<file path="src/rtl/ctrl_sequencer_if.sv">
// Control bundle between the sequencer and the register/ALU blocks of the 8-bit bus CPU.
// The master modport is the sequencer side; the slave modport is the datapath side.
interface ctrl_sequencer_if #(
  parameter int OP_W   = 4,
  parameter int STEP_W = 3
);
  logic [OP_W-1:0]   opcode;
  logic              flag_c;
  logic              flag_z;
  logic [STEP_W-1:0] step;
  logic              halted;
  logic pc_inc, pc_rd, pc_wr, mar_wr, ram_rd, ram_wr, ir_wr, ir_rd;
  logic a_wr, a_rd, b_wr, alu_rd, alu_sub, flags_wr, out_wr;

  modport master (
    input  opcode, flag_c, flag_z,
    output step, halted,
    output pc_inc, pc_rd, pc_wr, mar_wr, ram_rd, ram_wr, ir_wr, ir_rd,
    output a_wr, a_rd, b_wr, alu_rd, alu_sub, flags_wr, out_wr
  );

  modport slave (
    output opcode, flag_c, flag_z,
    input  step, halted,
    input  pc_inc, pc_rd, pc_wr, mar_wr, ram_rd, ram_wr, ir_wr, ir_rd,
    input  a_wr, a_rd, b_wr, alu_rd, alu_sub, flags_wr, out_wr
  );
endinterface

</file>
<file path="src/rtl/ctrl_sequencer.sv">
// T-state counter and opcode decode driving all bus strobes of the 8-bit CPU.
// Optional CTRL_EARLY_END_EN: return to T0 right after each opcode's last used step.
module ctrl_sequencer #(
  parameter int OP_W   = 4,
  parameter int STEP_W = 3
) (
  input  logic              clk,
  input  logic              clr,
  ctrl_sequencer_if.master  bus
);

  typedef enum logic [STEP_W-1:0] {
    T0 = 3'd0,
    T1 = 3'd1,
    T2 = 3'd2,
    T3 = 3'd3,
    T4 = 3'd4
  } step_t;

  localparam logic [OP_W-1:0] OP_LDA = 4'h1;
  localparam logic [OP_W-1:0] OP_ADD = 4'h2;
  localparam logic [OP_W-1:0] OP_SUB = 4'h3;
  localparam logic [OP_W-1:0] OP_STA = 4'h4;
  localparam logic [OP_W-1:0] OP_LDI = 4'h5;
  localparam logic [OP_W-1:0] OP_JMP = 4'h6;
  localparam logic [OP_W-1:0] OP_JC  = 4'h7;
  localparam logic [OP_W-1:0] OP_JZ  = 4'h8;
  localparam logic [OP_W-1:0] OP_OUT = 4'hE;
  localparam logic [OP_W-1:0] OP_HLT = 4'hF;

  step_t step_r, step_nxt_s, last_step_s;
  logic  halted_r, halted_nxt_s;

  // State register: T-state counter and halt latch.
  always_ff @(posedge clk or posedge clr) begin
    if (clr) begin
      step_r   <= T0;
      halted_r <= 1'b0;
    end else begin
      step_r   <= step_nxt_s;
      halted_r <= halted_nxt_s;
    end
  end

  // Final T-state of the current instruction.
  always_comb begin
`ifdef CTRL_EARLY_END_EN
    case (bus.opcode)
      OP_LDA, OP_STA: last_step_s = T3;
      OP_ADD, OP_SUB: last_step_s = T4;
      default:        last_step_s = T2;
    endcase
`else
    last_step_s = T4;
`endif
  end

  // Next-state: advance/wrap the step; HLT freezes the step at T2.
  always_comb begin
    step_nxt_s   = step_r;
    halted_nxt_s = halted_r;
    if (halted_r) begin
      step_nxt_s = step_r;
    end else if ((step_r == T2) && (bus.opcode == OP_HLT)) begin
      halted_nxt_s = 1'b1;
    end else begin
      case (step_r)
        T0:         step_nxt_s = T1;
        T1:         step_nxt_s = T2;
        T2, T3, T4: step_nxt_s = (step_r == last_step_s) ? T0 : step_t'(step_r + 3'd1);
        default:    step_nxt_s = T0;
      endcase
    end
  end

  // Strobe decode, forced low during clr and after halt.
  always_comb begin
    bus.pc_inc   = 1'b0;
    bus.pc_rd    = 1'b0;
    bus.pc_wr    = 1'b0;
    bus.mar_wr   = 1'b0;
    bus.ram_rd   = 1'b0;
    bus.ram_wr   = 1'b0;
    bus.ir_wr    = 1'b0;
    bus.ir_rd    = 1'b0;
    bus.a_wr     = 1'b0;
    bus.a_rd     = 1'b0;
    bus.b_wr     = 1'b0;
    bus.alu_rd   = 1'b0;
    bus.alu_sub  = 1'b0;
    bus.flags_wr = 1'b0;
    bus.out_wr   = 1'b0;
    if (clr || halted_r) begin
      bus.pc_inc = 1'b0;
    end else begin
      case (step_r)
        T0: begin
          bus.pc_rd  = 1'b1;
          bus.mar_wr = 1'b1;
        end
        T1: begin
          bus.ram_rd = 1'b1;
          bus.ir_wr  = 1'b1;
          bus.pc_inc = 1'b1;
        end
        T2: begin
          case (bus.opcode)
            OP_LDA, OP_ADD, OP_SUB, OP_STA: begin
              bus.ir_rd  = 1'b1;
              bus.mar_wr = 1'b1;
            end
            OP_LDI: begin
              bus.ir_rd = 1'b1;
              bus.a_wr  = 1'b1;
            end
            OP_JMP: begin
              bus.ir_rd = 1'b1;
              bus.pc_wr = 1'b1;
            end
            OP_JC: begin
              bus.ir_rd = 1'b1;
              bus.pc_wr = bus.flag_c;
            end
            OP_JZ: begin
              bus.ir_rd = 1'b1;
              bus.pc_wr = bus.flag_z;
            end
            OP_OUT: begin
              bus.a_rd   = 1'b1;
              bus.out_wr = 1'b1;
            end
            default: bus.ir_rd = 1'b0;
          endcase
        end
        T3: begin
          case (bus.opcode)
            OP_LDA: begin
              bus.ram_rd = 1'b1;
              bus.a_wr   = 1'b1;
            end
            OP_ADD, OP_SUB: begin
              bus.ram_rd = 1'b1;
              bus.b_wr   = 1'b1;
            end
            OP_STA: begin
              bus.a_rd   = 1'b1;
              bus.ram_wr = 1'b1;
            end
            default: bus.ram_rd = 1'b0;
          endcase
        end
        T4: begin
          if ((bus.opcode == OP_ADD) || (bus.opcode == OP_SUB)) begin
            bus.alu_rd   = 1'b1;
            bus.a_wr     = 1'b1;
            bus.flags_wr = 1'b1;
            bus.alu_sub  = (bus.opcode == OP_SUB);
          end else begin
            bus.alu_rd = 1'b0;
          end
        end
        default: bus.pc_rd = 1'b0;
      endcase
    end
  end

  assign bus.step   = step_r;
  assign bus.halted = halted_r;

endmodule
</file>
<file path="src/flat_wrapper.sv">
// flat-port wrapper written by rule: the top's interface ports become plain ports
module ctrl_sequencer_flat 
#(
  parameter int OP_W   = 4,
  parameter int STEP_W = 3
)
  (clk, clr, bus_opcode, bus_flag_c, bus_flag_z, bus_step, bus_halted, bus_pc_inc, bus_pc_rd, bus_pc_wr, bus_mar_wr, bus_ram_rd, bus_ram_wr, bus_ir_wr, bus_ir_rd, bus_a_wr, bus_a_rd, bus_b_wr, bus_alu_rd, bus_alu_sub, bus_flags_wr, bus_out_wr);
  ctrl_sequencer_if #(.OP_W(OP_W), .STEP_W(STEP_W)) bus_i ();
  input  logic clk;
  input  logic clr;
  input wire logic [$bits(bus_i.opcode)-1:0] bus_opcode;
  input wire logic [$bits(bus_i.flag_c)-1:0] bus_flag_c;
  input wire logic [$bits(bus_i.flag_z)-1:0] bus_flag_z;
  output wire logic [$bits(bus_i.step)-1:0] bus_step;
  output wire logic [$bits(bus_i.halted)-1:0] bus_halted;
  output wire logic [$bits(bus_i.pc_inc)-1:0] bus_pc_inc;
  output wire logic [$bits(bus_i.pc_rd)-1:0] bus_pc_rd;
  output wire logic [$bits(bus_i.pc_wr)-1:0] bus_pc_wr;
  output wire logic [$bits(bus_i.mar_wr)-1:0] bus_mar_wr;
  output wire logic [$bits(bus_i.ram_rd)-1:0] bus_ram_rd;
  output wire logic [$bits(bus_i.ram_wr)-1:0] bus_ram_wr;
  output wire logic [$bits(bus_i.ir_wr)-1:0] bus_ir_wr;
  output wire logic [$bits(bus_i.ir_rd)-1:0] bus_ir_rd;
  output wire logic [$bits(bus_i.a_wr)-1:0] bus_a_wr;
  output wire logic [$bits(bus_i.a_rd)-1:0] bus_a_rd;
  output wire logic [$bits(bus_i.b_wr)-1:0] bus_b_wr;
  output wire logic [$bits(bus_i.alu_rd)-1:0] bus_alu_rd;
  output wire logic [$bits(bus_i.alu_sub)-1:0] bus_alu_sub;
  output wire logic [$bits(bus_i.flags_wr)-1:0] bus_flags_wr;
  output wire logic [$bits(bus_i.out_wr)-1:0] bus_out_wr;
  assign bus_i.opcode = bus_opcode;
  assign bus_i.flag_c = bus_flag_c;
  assign bus_i.flag_z = bus_flag_z;
  assign bus_step = bus_i.step;
  assign bus_halted = bus_i.halted;
  assign bus_pc_inc = bus_i.pc_inc;
  assign bus_pc_rd = bus_i.pc_rd;
  assign bus_pc_wr = bus_i.pc_wr;
  assign bus_mar_wr = bus_i.mar_wr;
  assign bus_ram_rd = bus_i.ram_rd;
  assign bus_ram_wr = bus_i.ram_wr;
  assign bus_ir_wr = bus_i.ir_wr;
  assign bus_ir_rd = bus_i.ir_rd;
  assign bus_a_wr = bus_i.a_wr;
  assign bus_a_rd = bus_i.a_rd;
  assign bus_b_wr = bus_i.b_wr;
  assign bus_alu_rd = bus_i.alu_rd;
  assign bus_alu_sub = bus_i.alu_sub;
  assign bus_flags_wr = bus_i.flags_wr;
  assign bus_out_wr = bus_i.out_wr;
  ctrl_sequencer #(.OP_W(OP_W), .STEP_W(STEP_W)) u_core (.clk(clk), .clr(clr), .bus(bus_i));
endmodule
</file>
<file path="config.mk">
export PLATFORM = sky130hd
export DESIGN_NAME = ctrl_sequencer_flat
export DESIGN_NICKNAME = d
export VERILOG_FILES = /design/src/rtl/ctrl_sequencer_if.sv /design/src/rtl/ctrl_sequencer.sv /design/src/flat_wrapper.sv
export SDC_FILE = /design/constraint.sdc
export NUM_CORES = 1
export LEC_CHECK = 0
export CAP_MARGIN = 20
export CORE_MARGIN = 4
export CORE_UTILIZATION = 39
export DETAILED_ROUTE_END_ITERATION = 16
export GPL_TIMING_DRIVEN = 0
export PLACE_DENSITY = 0.89
export SYNTH_ARGS = -nofsm -noshare
export SYNTH_HDL_FRONTEND = slang
export SYNTH_SLANG_ARGS = --single-unit
</file>
<file path="constraint.sdc">
create_clock -name clk -period 1.7 [get_ports clk]
set_input_delay 0.34 -clock clk [delete_from_list [all_inputs] [get_ports clk]]
set_output_delay 0.34 -clock clk [all_outputs]
set_load 0.05 [all_outputs]
</file>
==> run summary <==
status = complete, but fails checks
failing checks = setup timing
post-synthesis area per instance = 8.00 sq um
clk_skew = 0.00572 ns
Die Width = 45.6 um
max_cap viols = 0
initial antenna violation count = 1
NumNets Final = 133
Area Growth Syn to Fin = 132%
GRT met3 Usage = 4.35%
Initial Utilization = 41.9%
setup violators final = 19
crit-path max FO = 4
Critical Path Source Type = register
vias = 848
worst skew pair latency = 0.26 ns
Min Hold Slack = 0.181 ns
Leak Pwr = 0.537 nW
Reg clk slew, reported paths = 0.05 ns
Distinct cells, synth = 33
Mapped Nets = 82
share of layout cells above drive strength 1 = 71.2%
VDD IR max = 1.52 mV
Wirelength per Cell = 27.4 um
first-pass GRT wire length = 3620 um
Cell Rows = 13
Clock Path Buffers = 2
met2 Use GR = 45.4%
final worst slack = -0.663 ns
grt total ovfl = 0
reg2reg path depth = 6
clock root buffer = clkbuf_4
crit path cell chain = inv_4 -> ha_4 -> and3b_2 -> nand3_4 -> a2111oi_4 -> buf_6
vias in the first global route = 788
crit path capture type = output pin
most frequent cells in the layout = 21 x buf_4, 14 x buf_6, 6 x buf_8
Synth warnings = 0
RePlAce Congestion = 0.737
Final Hold Violating Endpoints = 0
min-delay worst type = in -> async
post-synthesis sequential area ratio = 18.1%
CTS tree = done
reg-to-reg slack, setup = -0.28 ns
Core Area = 1320 sq um
beginning of the critical path = u_core.bus.step[0]
Seq cells post-synth = 4
relative slew slack = 66.1%
Num CTS Buffers = 3
DRT iter0 DRCs = 41
slowest stage cell, crit path = dfrtp_4
Via-to-Cell Ratio = 6.33
Gate Count Post-Synth = 69
RSZ-0062 raised after global routing = true
Cell Area, Synth = 552 sq um
max-slew violation count = 0
post-route ant nets = 0
Post-Route WL = 3670 um
cts hold-fix bufs = 0
DRC Markers = 0
Inst Count DP = 108
IO Port Bufs = 24
Final Instance Count excl. Fillers = 134
largest net degree at the start of global routing = 11
detailed placement HPWL = 1250 um
reg-to-reg startpoint = u_core.bus.step[1]
Initial DRT Pass Iterations = 4
final worst path period need = 2.36 ns
die area = 2080 sq um
crit share post-route = 139%
Worst Tran Pin Value = 0.511 ns
gr busiest metal = met2
critical path data required time = 1.36 ns
Slowest Stage Delay on Critical Path = 0.51 ns
I/O pins = 27
Die Y = 45.6 um
most common cell after layout, fill and taps aside = buf_4
met1 GRT Util = 25.1%
Fmax = 423 MHz
Worst R2R End = u_core.bus.step[0]
H-tree levels = 1
Worst Path Arrival = 2.02 ns
CP Class = reg -> out
Power Dens Cells = 1760 nW/um^2
Clock Sinks = 4
GRT Util Overall = 24.0%
-- cells in the mapped netlist --
master	n	area, sq um
o21ai_1	1	5.00
or3b_1	1	8.76
mux2_1	2	22.5
nand3_1	3	15.0
nor2b_1	2	12.5
buf_2	3	15.0
o21bai_1	1	7.51
o211ai_1	1	7.51
and3b_1	1	8.76
o21a_1	1	7.51
or3_4	1	11.3
xor2_1	1	8.76
inv_1	7	26.3
o21ai_0	2	10.0
a41oi_2	1	16.3
or2_1	1	6.26
buf_4	2	15.0
nand2b_1	2	12.5
nand4bb_1	1	11.3
a211oi_2	1	12.5
and2_1	1	6.26
nor2_1	7	26.3
nand2_1	2	7.51
a21oi_1	4	20.0
o32a_1	1	10.0
nor4_2	1	12.5
ha_1	5	62.6
nor3_1	4	20.0
or3_1	2	12.5
a2111oi_2	1	15.0
buf_6	1	11.3
nand3b_1	1	7.51
dfrtp_1	4	100
-- power by group --
group,internal [mW],total [mW],switching [mW],leakage (nW)
Combinational,0.762,1.86,1.10,0.478
Sequential,0.162,0.252,0.0905,0.0451
Clock,0.0803,0.139,0.0588,0.0138
-- metrics by stage --
stage | setup WS, ns | util (%) | TNS, ns | instance area, sq um | total power [mW]
2_1_floorplan | -0.636 | - | -4.52 | 729 | 1.18
3_3_place_gp | -1.25 | 75.0 | -15.70 | 988 | 1.47
3_5_place_dp | -1.27 | 75.0 | -16.07 | 988 | 1.49
4_1_cts | -0.477 | 91.9 | -4.10 | 1210 | 1.90
5_1_grt | -0.688 | 97.2 | -7.20 | 1280 | 2.30
6_report | -0.663 | 97.2 | -6.61 | 1280 | 2.25
-- cell families after synthesis --
group / count (synthesis) / share of synthesized area, %
AOI/OAI and AO/OA: 14 / 20.2
xor gates and xnor gates: 1 / 1.59
adders and majority gates: 5 / 11.3
buffers and inverters: 13 / 12.2
DFF: 4 / 18.1
muxes: 2 / 4.08
and+or+nand+nor: 30 / 32.4
-- how the worst max path moves through the flow --
stage	endpoint	slack, ns	cells after the start
finish	bus_a_rd	-0.66	6
global route	bus_a_rd	-0.69	6
CTS	bus_a_rd	-0.48	6
detailed placement	bus_a_rd	-1.27	5
global placement	bus_a_rd	-1.25	5
floorplan	bus_alu_sub	-0.64	4
-- repair_timing --
action | CTS | global route
endpoints found under the setup margin | 21 | 20
pin swaps | 12 | 7
gates cloned | 0 | 0
gates resized for setup | 130 | 9
buffers inserted | 16 | 9
-- critical path, delay by kind of cell (launching register included) --
kind / cells / cell delay (ns)
AO/OA/AOI/OAI: 1 / 0.43
adder cells (fa/ha/maj): 1 / 0.15
flip-flops: 1 / 0.51
AND/OR/NAND/NOR: 2 / 0.36
buffers and inverters: 2 / 0.31
-- routing by layer --
| metal | vias up | part of all wire [%] |
|---|---|---|
| met5 | - | 0 |
| met1 | 397 | 33 |
| met3 | 25 | 12 |
| met4 | 0 | 6.8 |
| met2 | 88 | 48 |
| li1 | 338 | - |
-- cell type report --
| class | instances | area, sq um |
|---|---|---|
| multi-input combinational | 52 | 602 |
| timing repair buffer | 48 | 467 |
| sequential | 4 | 108 |
| fill | 26 | 37.5 |
| inverter | 7 | 31.3 |
| buffer | 4 | 28.8 |
| clock buffer | 3 | 22.5 |
| tap | 15 | 18.8 |
| antenna | 1 | 2.50 |
-- sequential cells by signal, indices dropped and copies added, names as in the netlist --
signal / flops
u_core.bus.halted: 1
u_core.bus.step: 3
Power figures use the tool's default switching activity.
